`config.mk`:
```
export PLATFORM = sky130hd
export DESIGN_NAME = inertial_integrator_cal
export DESIGN_NICKNAME = d
export VERILOG_FILES = /design/src/rtl/inertial_pkg.sv /design/src/rtl/sat_add.sv /design/src/rtl/inertial_integrator_cal.sv
export SDC_FILE = /design/constraint.sdc
export NUM_CORES = 1
export LEC_CHECK = 0
export ABC_AREA = 1
export BUFFER_PORTS_ARGS = -buffer_cell sky130_fd_sc_hd__buf_2
export CAP_MARGIN = 20
export CORE_MARGIN = 2
export CORE_UTILIZATION = 58
export DETAILED_ROUTE_END_ITERATION = 8
export PLACE_DENSITY = 0.84
export SLEW_MARGIN = 20
export SYNTH_ARGS = -nofsm -noshare
export SYNTH_HDL_FRONTEND = slang
export SYNTH_HIERARCHICAL = 1
export SYNTH_SLANG_ARGS = --single-unit
```
`constraint.sdc`:
```
create_clock -name clk -period 4.2 [get_ports clk]
set_input_delay 0.21 -clock clk [delete_from_list [all_inputs] [get_ports clk]]
set_output_delay 0.21 -clock clk [all_outputs]
set_load 0.01 [all_outputs]
```
`src/rtl/inertial_pkg.sv`:
```
// inertial_pkg: shared state type and default tuning constants for the pitch integrators
package inertial_pkg;
  typedef enum logic {CAL, RUN} integ_state_t;
  localparam logic [15:0] DEF_AZ_OFFSET = 16'h00A0;
  localparam int          DEF_ACC_GAIN  = 377;
  localparam int          DEF_ACC_SHIFT = 13;
  localparam int          DEF_FUSE_STEP = 1024;
endpackage

```
`src/rtl/sat_add.sv`:
```
// sat_add: signed W-bit add that clamps to the W-bit range instead of wrapping
module sat_add #(
  parameter int W = 27
) (
  input  logic signed [W-1:0] a_i,
  input  logic signed [W-1:0] b_i,
  output logic signed [W-1:0] y_o
);
  logic signed [W+1:0] sum;
  logic                ovf;
  assign sum = (W+2)'(a_i) + (W+2)'(b_i);
  assign ovf = (sum[W+1:W-1] != 3'b000) && (sum[W+1:W-1] != 3'b111);
  assign y_o = !ovf ? sum[W-1:0] : sum[W+1] ? {1'b1, {(W-1){1'b0}}} : {1'b0, {(W-1){1'b1}}};
endmodule

```
`src/rtl/inertial_integrator_cal.sv`:
```
// inertial_integrator_cal: gyro pitch integrator with offset calibration and accel fusion
module inertial_integrator_cal
  import inertial_pkg::*;
#(
  parameter int                     RT_W      = 16,
  parameter int                     INT_W     = 27,
  parameter int                     CAL_LOG2  = 9,
  parameter logic signed [RT_W-1:0] AZ_OFFSET = DEF_AZ_OFFSET,
  parameter int                     ACC_GAIN  = DEF_ACC_GAIN,
  parameter int                     ACC_SHIFT = DEF_ACC_SHIFT,
  parameter int                     FUSE_STEP = DEF_FUSE_STEP
) (
  input  logic                   clk,
  input  logic                   rst_n,
  input  logic                   vld,
  input  logic signed [RT_W-1:0] ptch_rt,
  input  logic signed [RT_W-1:0] AZ,
  input  logic                   cal_req,
  input  logic                   fuse_en,
  output logic signed [RT_W-1:0] ptch,
  output logic                   ptch_vld,
  output logic                   cal_done,
  output logic signed [RT_W-1:0] rt_offset
);
  localparam int CW = RT_W + CAL_LOG2;
  localparam int PW = RT_W + ACC_SHIFT;

  integ_state_t             state_q, state_d;
  logic signed [CW-1:0]     cal_sum_q, cal_sum_d, cal_next;
  logic [CAL_LOG2-1:0]      cal_cnt_q, cal_cnt_d;
  logic signed [RT_W-1:0]   rt_offset_q, rt_offset_d;
  logic signed [INT_W-1:0]  ptch_int_q, ptch_int_d, int_step, int_sat;
  logic                     ptch_vld_q, ptch_vld_d;
  logic signed [RT_W:0]     rt_comp, az_comp;
  logic signed [PW-1:0]     prod;
  logic signed [RT_W-1:0]   ptch_acc, ptch_s;
  logic signed [INT_W-1:0]  fuse;

  assign ptch_s   = ptch_int_q[INT_W-1 -: RT_W];
  assign rt_comp  = (RT_W+1)'(ptch_rt) - (RT_W+1)'(rt_offset_q);
  assign az_comp  = (RT_W+1)'(AZ) - (RT_W+1)'(AZ_OFFSET);
  assign prod     = PW'(az_comp) * PW'(ACC_GAIN);
  assign ptch_acc = RT_W'(prod >>> ACC_SHIFT);
  assign fuse     = !fuse_en ? '0 : (ptch_acc > ptch_s) ? INT_W'(FUSE_STEP) : -INT_W'(FUSE_STEP);
  assign int_step = fuse - INT_W'(rt_comp);
  assign cal_next = cal_sum_q + CW'(ptch_rt);

  sat_add #(.W(INT_W)) u_sat (
    .a_i (ptch_int_q),
    .b_i (int_step),
    .y_o (int_sat)
  );

  // Next-state: cal_req overrides everything, then vld drives calibration or integration
  always_comb begin
    state_d     = state_q;
    cal_sum_d   = cal_sum_q;
    cal_cnt_d   = cal_cnt_q;
    rt_offset_d = rt_offset_q;
    ptch_int_d  = ptch_int_q;
    ptch_vld_d  = 1'b0;
    if (cal_req) begin
      state_d    = CAL;
      cal_sum_d  = '0;
      cal_cnt_d  = '0;
      ptch_int_d = '0;
    end else if (vld && state_q == RUN) begin
      ptch_int_d = int_sat;
      ptch_vld_d = 1'b1;
    end else if (vld) begin
      if (cal_cnt_q == '1) begin
        rt_offset_d = RT_W'(cal_next >>> CAL_LOG2);
        cal_sum_d   = '0;
        cal_cnt_d   = '0;
        ptch_int_d  = '0;
        state_d     = RUN;
      end else begin
        cal_sum_d = cal_next;
        cal_cnt_d = cal_cnt_q + CAL_LOG2'(1);
      end
    end
  end

  // State and datapath registers, cleared asynchronously
  always_ff @(posedge clk or negedge rst_n) begin
    if (!rst_n) begin
      state_q     <= CAL;
      cal_sum_q   <= '0;
      cal_cnt_q   <= '0;
      rt_offset_q <= '0;
      ptch_int_q  <= '0;
      ptch_vld_q  <= 1'b0;
    end else begin
      state_q     <= state_d;
      cal_sum_q   <= cal_sum_d;
      cal_cnt_q   <= cal_cnt_d;
      rt_offset_q <= rt_offset_d;
      ptch_int_q  <= ptch_int_d;
      ptch_vld_q  <= ptch_vld_d;
    end
  end

  assign ptch      = ptch_s;
  assign ptch_vld  = ptch_vld_q;
  assign cal_done  = (state_q == RUN);
  assign rt_offset = rt_offset_q;
endmodule

```
== Word-level counts from Yosys, hierarchy flattened ==
Cells that the tools add are included.
Word-level totals
  register bits: 79
  output and inout bits: 34
Operators by class
  multiplexer cells: 22
  reductions and logical operators: 11
  bitwise gates (word level): 2
  $mul: 1
  magnitude comparators: 1
  equal/unequal tests: 3
  add/sub/neg operators: 6
Operators by type and width (count)
  $mux W27: 8
  $mux W25: 4
  $mux W9: 4
  $add A27 B27 Y28: 1
  $mul A17 B10 Y27 const B: 1
  $sub A27 B17 Y27: 1
  $add A25 B16 Y25: 1
  $sub A16 B16 Y17: 1
  $sub A16 B9 Y17 const B: 1
  $gt A14 B16 Y1: 1
  $add A9 B1 Y9 const B: 1
  $eq A9 B9 Y1 const B: 1
  $reduce_bool A3 Y1: 3
  $mux W1: 6
  $reduce_and A2 Y1: 2
  $reduce_and A4 Y1: 1
  $reduce_bool A2 Y1: 2
  $ne A3 B3 Y1 const B: 1
  $reduce_and A3 Y1: 1
  $logic_and A1 B1 Y1: 2
  $ne A2 B2 Y1 const B: 1
  $not A1 Y1: 2

== Depth between registers and ports, before layout ==
  depth after elaboration: 12
  mapped depth: 62
  depth with buffers taken out: 61

== By module ==
Netlist, hierarchy kept.
Modules (own cells, without submodules)
  inertial_integrator_cal: area each 10477.5 um^2, times used 1, cells each 1471
  sat_add: area each 2005.7 um^2, times used 1, cells each 391

== Worst setup path before layout ==
Ideal clock, no wire load.
  path kind: in2reg
  from: input AZ[5]
  to: register ptch_int_q[10]
  buffers on the path: 1
  setup slack: -4798 ps
  stages on the path: 52
  required time: 4078 ps
  data arrival time: 8876 ps
  cell sequence: inv_1 > ha_1 > inv_1 > a21oi_1 > xor2_1 > ha_1 > xor2_1 > ha_1 > fa_1 > fa_1 > inv_1 > fa_1 > inv_1 > ha_1 > nand2_1 > nor2_1 > inv_1 > nor3_1 > [16 not listed] > a21oi_1 > nand4_1 > o21ai_0 > ha_1 > nand2_1 > inv_1 > nand2_1 > nand2_1 > inv_1 > nand2_1 > a21oi_2 > nand2_1 > nand2_1 > nand2_1 > nand2_2 > buf_6 > nand2_1 > a32o_1
Between the ends
  longest elaborated chain between the ends: 12
  elaborated cells on any way between the ends: 14
  classes of those cells: add/sub (3); mul (1); order compare (1); eq/ne (1); mux (6); reduce/logical (2)
RTL lines
  from (decl): line inertial_integrator_cal.sv:17  | input logic signed [RT_W-1:0] AZ,
  $sub A16 B9 Y17 (*): line inertial_integrator_cal.sv:41  | assign az_comp = (RT_W+1)'(AZ) - (RT_W+1)'(AZ_OFFSET);
  $mul A17 B10 Y27 (*): line inertial_integrator_cal.sv:42  | assign prod = PW'(az_comp) * PW'(ACC_GAIN);
  $gt A14 B16 Y1 (*): line inertial_integrator_cal.sv:44  | assign fuse = !fuse_en ? '0 : (ptch_acc > ptch_s) ? INT_W'(FUSE_STEP) : -INT_W'(FUSE_STEP);
  $mux W27 (*) (2 in a row): line inertial_integrator_cal.sv:44
  $sub A27 B17 Y27 (*): line inertial_integrator_cal.sv:45  | assign int_step = fuse - INT_W'(rt_comp);
  net int_step[18]: line inertial_integrator_cal.sv:32  | logic signed [INT_W-1:0] ptch_int_q, ptch_int_d, int_step, int_sat;
  $add A27 B27 Y28 (*): line sat_add.sv:11  | assign sum = (W+2)'(a_i) + (W+2)'(b_i);
  $ne A3 B3 Y1 or $reduce_bool A3 Y1 (tied branches): line sat_add.sv:12  | assign ovf = (sum[W+1:W-1] != 3'b000) && (sum[W+1:W-1] != 3'b111);
  $logic_and A1 B1 Y1: line sat_add.sv:12
  $mux W27 (*): line sat_add.sv:13  | assign y_o = !ovf ? sum[W-1:0] : sum[W+1] ? {1'b1, {(W-1){1'b0}}} : {1'b0, {(W-1){1'b1}}};
  net int_sat[10]: line inertial_integrator_cal.sv:32
  $mux W27 (*): line inertial_integrator_cal.sv:67  | end else if (vld && state_q == RUN) begin
  $mux W27 (*): line inertial_integrator_cal.sv:62  | if (cal_req) begin
  to (signal assigned): line inertial_integrator_cal.sv:98  | ptch_int_q <= ptch_int_d;
  to (decl): line inertial_integrator_cal.sv:32
The timed path passes the listed nets; every way through them passes the cells marked *.
A chain may end at the register's enable or synchronous reset.

== Final worst setup path ==
  from: input AZ[5]
  to: register ptch_int_q[3]
The elaborated chain is that of the path after synthesis.

==> summary.txt <==
Clocking
  • TritonCTS clock tree: done
  • Total clock buffers created by CTS: 9
  • Root buffer selected by CTS: sky130_fd_sc_hd__clkbuf_16
  • Register clock-pin slew on the reported worst setup and hold paths: 70 ps
  • Clock latency at the later pin of the worst-skew pair: 350 ps
  • Deepest level of the CTS H-tree: 3
  • Sinks on Clock Net: about 80
  • Clock buffer depth: 2

Flow run
  • Reported max-cap violation count: 0

Synth
  • Largest area contributor in the netlist: sky130_fd_sc_hd__nand2_1
  • Most instantiated flip-flop cell in the synthesis netlist: sky130_fd_sc_hd__dfrtp_1
  • #FFs+latches synth: between 70 and 80
  • Fraction of registers with async set/reset: 100.0%
  • Number of enable-type register cells in the synthesized netlist: 0
  • Post-synthesis share of cell area spent on and, or, nand and nor gates: 31.52%
  • Area share of the largest cell type after synthesis: 17.83%
  • Commonest cells in the synthesized netlist: sky130_fd_sc_hd__nand2_1 (593), sky130_fd_sc_hd__inv_1 (324), sky130_fd_sc_hd__ha_1 (164), sky130_fd_sc_hd__nor2_1 (128), sky130_fd_sc_hd__nand3_1 (113)
  • Mux contribution to synthesized area: 0%
  • Adder-cell share of the synthesized area: 26.86%
  • Synth Warn #: 6
  • Most frequent cell after synthesis: sky130_fd_sc_hd__nand2_1
  • Top area cells in the synthesized netlist: sky130_fd_sc_hd__nand2_1 (18%), sky130_fd_sc_hd__ha_1 (16%), sky130_fd_sc_hd__dfrtp_1 (16%)
  • Compound-cell area share of the yosys netlist: 9.171%
  • Mapped cell area: between 10000 and 15000 um^2
  • Synthesized instance count: 1862
  • Xor/xnor cell area share of the yosys netlist: 4.320%
  • Post-Synthesis Net Count: 2128
  • Sequential-to-total area share from yosys stat: 15.84%
  • Largest family of logic cells by synthesized area: simple AND/OR/NAND/NOR gates
  • Average size of a mapped cell: 6.704 um^2
  • Count of different cell masters after synthesis: 43

Timing
  • Final clock period utilization by the worst path: 218.9%
  • Setup violations, final: 27
  • Final critical-path required period: roughly 9200 ps
  • Final setup slack of the worst path: -4995 ps
  • Layout Skew: ~14 ps
  • Relative slew slack: 50.06%
  • Number of pins exceeding their max-slew limit in the final report: 0
  • Final hold violations: 0
  • Unrepaired setup endpoints after global routing: true
  • Worst Max-Slew Pin Slew: 749.1 ps
  • Highest attainable clock frequency: 108.8 MHz

Routing
  • Routed wl met2: 19330 um
  • Wire length on met3: around 2600 um
  • Routed length per placed instance: roughly 16 um
  • Pre-Repair DR Iteration Count: 5
  • Number of DRC violations after detailed-routing iteration 0: around 1300
  • Post-DR vias/cell: 5.561
  • Total vias in the final route: ~14000
  • DRC viols: 0
  • Number of antenna-violating nets in the routed design: 0
  • M1 wire length: 16110 um
  • Wirelength, routed: 40130 um
  • Max layer used: met4

Setup path
  • Startpoint of the worst register-to-register path: ptch_int_q[20]$_DFFE_PN0P_
  • Startpoint kind of the worst setup timing path: input port
  • Slowest CP cell: sky130_fd_sc_hd__fa_1
  • Peak fanout along the critical path: 20
  • Data arrival time of the worst path: 9430 ps
  • CP Launch Point: AZ[5]
  • R2R Setup Slk: -1080 ps
  • Number of cells on the worst reg-to-reg path: 30
  • Delay of the slowest critical-path stage: 510 ps
  • FF-to-FF End: ptch_int_q[3]$_DFFE_PN0P_
  • CP Data Required Time: 4430 ps
  • Crit path capture type: flop
  • Setup Crit Path Kind: input port to flop

Layout
  • Final Non-Filler Cells: 2435
  • Area growth from synthesis to layout: 30.32%
  • Multi-input gate area: between 10000 and 15000 um^2
  • Number of antenna repair diodes: 0
  • Share of the core filled with cells in the final layout: 77.14%
  • Sequential Area: ~2000 um^2
  • Count of filler cells inserted in the layout: 1462
  • Number of nets in the final layout: ~2400
  • Share of cells above drive strength 1: 26.53%

Status
  • Violations in the final reports: negative setup slack
  • Status: complete, but fails checks

Global route
  • GRT overflow: 0
  • Total global routing track utilization: about a third
  • Initial antenna violation count: 0
  • Pin count of the biggest net entering global routing: 80
  • Wire length of the first global-routing pass: 62600 um
  • Number of global-route vias before repair: roughly 13000

Min path
  • Hold crit path type: input port to flop
  • Hold worst-path end: cal_done$_DFFE_PN0P_
  • Hold Path Depth: 2
  • Hold path startpoint: cal_req

Die
  • Die extent in x: 150.7 um
  • Number of standard-cell rows in the floorplan: 53
  • Top-level I/O count: 71
  • Die Footprint: 22710 um^2
  • Core area: 21090 um^2
  • Starting utilization of the core area: 59.20%
  • Die extent in y: 150.7 um

Placed design
  • Number of buffers added on ports: 70
  • Routability congestion estimate from global placement: 0.9754
  • Total instance count after detailed placement: about 2400
  • Post-detailed-placement half-perimeter wirelength: 29510 um
## routing by layer
metal | vias to the layer above | track usage [%]
met4 | 0 | 14.53
met3 | 182 | 4.697
met2 | 584 | 59.93
li1 | 6444 | -
met1 | 6331 | 43.10
met5 | - | 0
## worst max-delay path by stage
stage	endpoint	slack (ps)	cells past startpoint
2_1_floorplan	ptch_int_q[10]$_DFFE_PN0P_	-4070	58
3_3_place_gp	ptch_int_q[0]$_DFFE_PN0P_	-5180	55
3_5_place_dp	ptch_int_q[3]$_DFFE_PN0P_	-5430	55
4_1_cts	ptch_int_q[3]$_DFFE_PN0P_	-4570	60
5_1_grt	ptch_int_q[3]$_DFFE_PN0P_	-5360	56
6_report	ptch_int_q[3]$_DFFE_PN0P_	-4990	57
## critical path: cells and delay by family
family                     cells  cell delay, ps
and+or+nand+nor               21            2390
xor gates and xnor gates       2             360
AOI/OAI and AO/OA             11            1680
buffers and inverters         12            1060
adders and majority gates     11            3660
## logic make-up (layout without fill, tap and decap cells)
| family | count (synthesis) | after routing |
|---|---|---|
| flip-flops | 79 | 79 |
| AND/OR/NAND/NOR | 921 | 921 |
| AO/OA/AOI/OAI | 202 | 202 |
| adder cells (fa/ha/maj) | 229 | 229 |
| buffers and inverters | 375 | 673 |
| XOR/XNOR | 56 | 56 |
## what timing repair did
item | in CTS | in global routing
gates resized for setup | 113 | 88
cloned | 0 | 0
hold endpoints to repair | 0 | 51
endpoints found under the setup margin | 27 | 27
setup buffers | 26 | 24
pin swaps | 85 | 56
hold buffers | 0 | 1
## registers in the layout, summed over array words and instances (netlist names)
register,flops
ptch_vld,1
ptch_int_q,27
rt_offset,16
cal_done,1
cal_cnt_q,9
cal_sum_q,25
## layout make-up
cell class	count	area share, %
clock buffers	9	1.384
clock inverters	7	0.4922
inverters	340	7.960
multi-input cells	1408	61.70
flip-flops and latches	79	12.15
well taps	275	2.115
repair buffers	317	14.20
## layout by cell type, fill, tap and decap left out, types with 11 or more instances in the layout
master                     count
sky130_fd_sc_hd__o21ai_1      32
sky130_fd_sc_hd__a21oi_1      79
sky130_fd_sc_hd__a32o_1       12
sky130_fd_sc_hd__buf_4       234
sky130_fd_sc_hd__buf_2        67
sky130_fd_sc_hd__dfrtp_1      79
sky130_fd_sc_hd__o21bai_1     11
sky130_fd_sc_hd__nand4_1      26
sky130_fd_sc_hd__inv_2        29
sky130_fd_sc_hd__nand3_1     105
sky130_fd_sc_hd__fa_1         63
sky130_fd_sc_hd__nand2_1     535
sky130_fd_sc_hd__nand2_4      19
sky130_fd_sc_hd__nand2_2      52
sky130_fd_sc_hd__ha_4         30
sky130_fd_sc_hd__o21ai_2      11
sky130_fd_sc_hd__nor2_1      111
sky130_fd_sc_hd__o21ai_0      24
sky130_fd_sc_hd__ha_1        132
sky130_fd_sc_hd__xnor2_1      11
sky130_fd_sc_hd__nor2_4       12
sky130_fd_sc_hd__xor2_1       36
sky130_fd_sc_hd__a21oi_2      14
sky130_fd_sc_hd__nor2_2       15
sky130_fd_sc_hd__inv_1       304
## through the flow
step                      TNS [ps]  cell area, um^2  hold WS (ps)  setup WS [ps]
after floorplan            -108300            12870        -85.59          -4068
after global placement     -138780            14820         442.5          -5181
after detailed placement   -144820            14820         456.1          -5426
after CTS                  -121720            15740         92.94          -4574
after global routing       -142780            16270         261.0          -5356
final                      -133000            16270         259.0          -4995
Power is not shown: default switching activity piles up to over one toggle a cycle in this logic, so the estimate is an artifact.
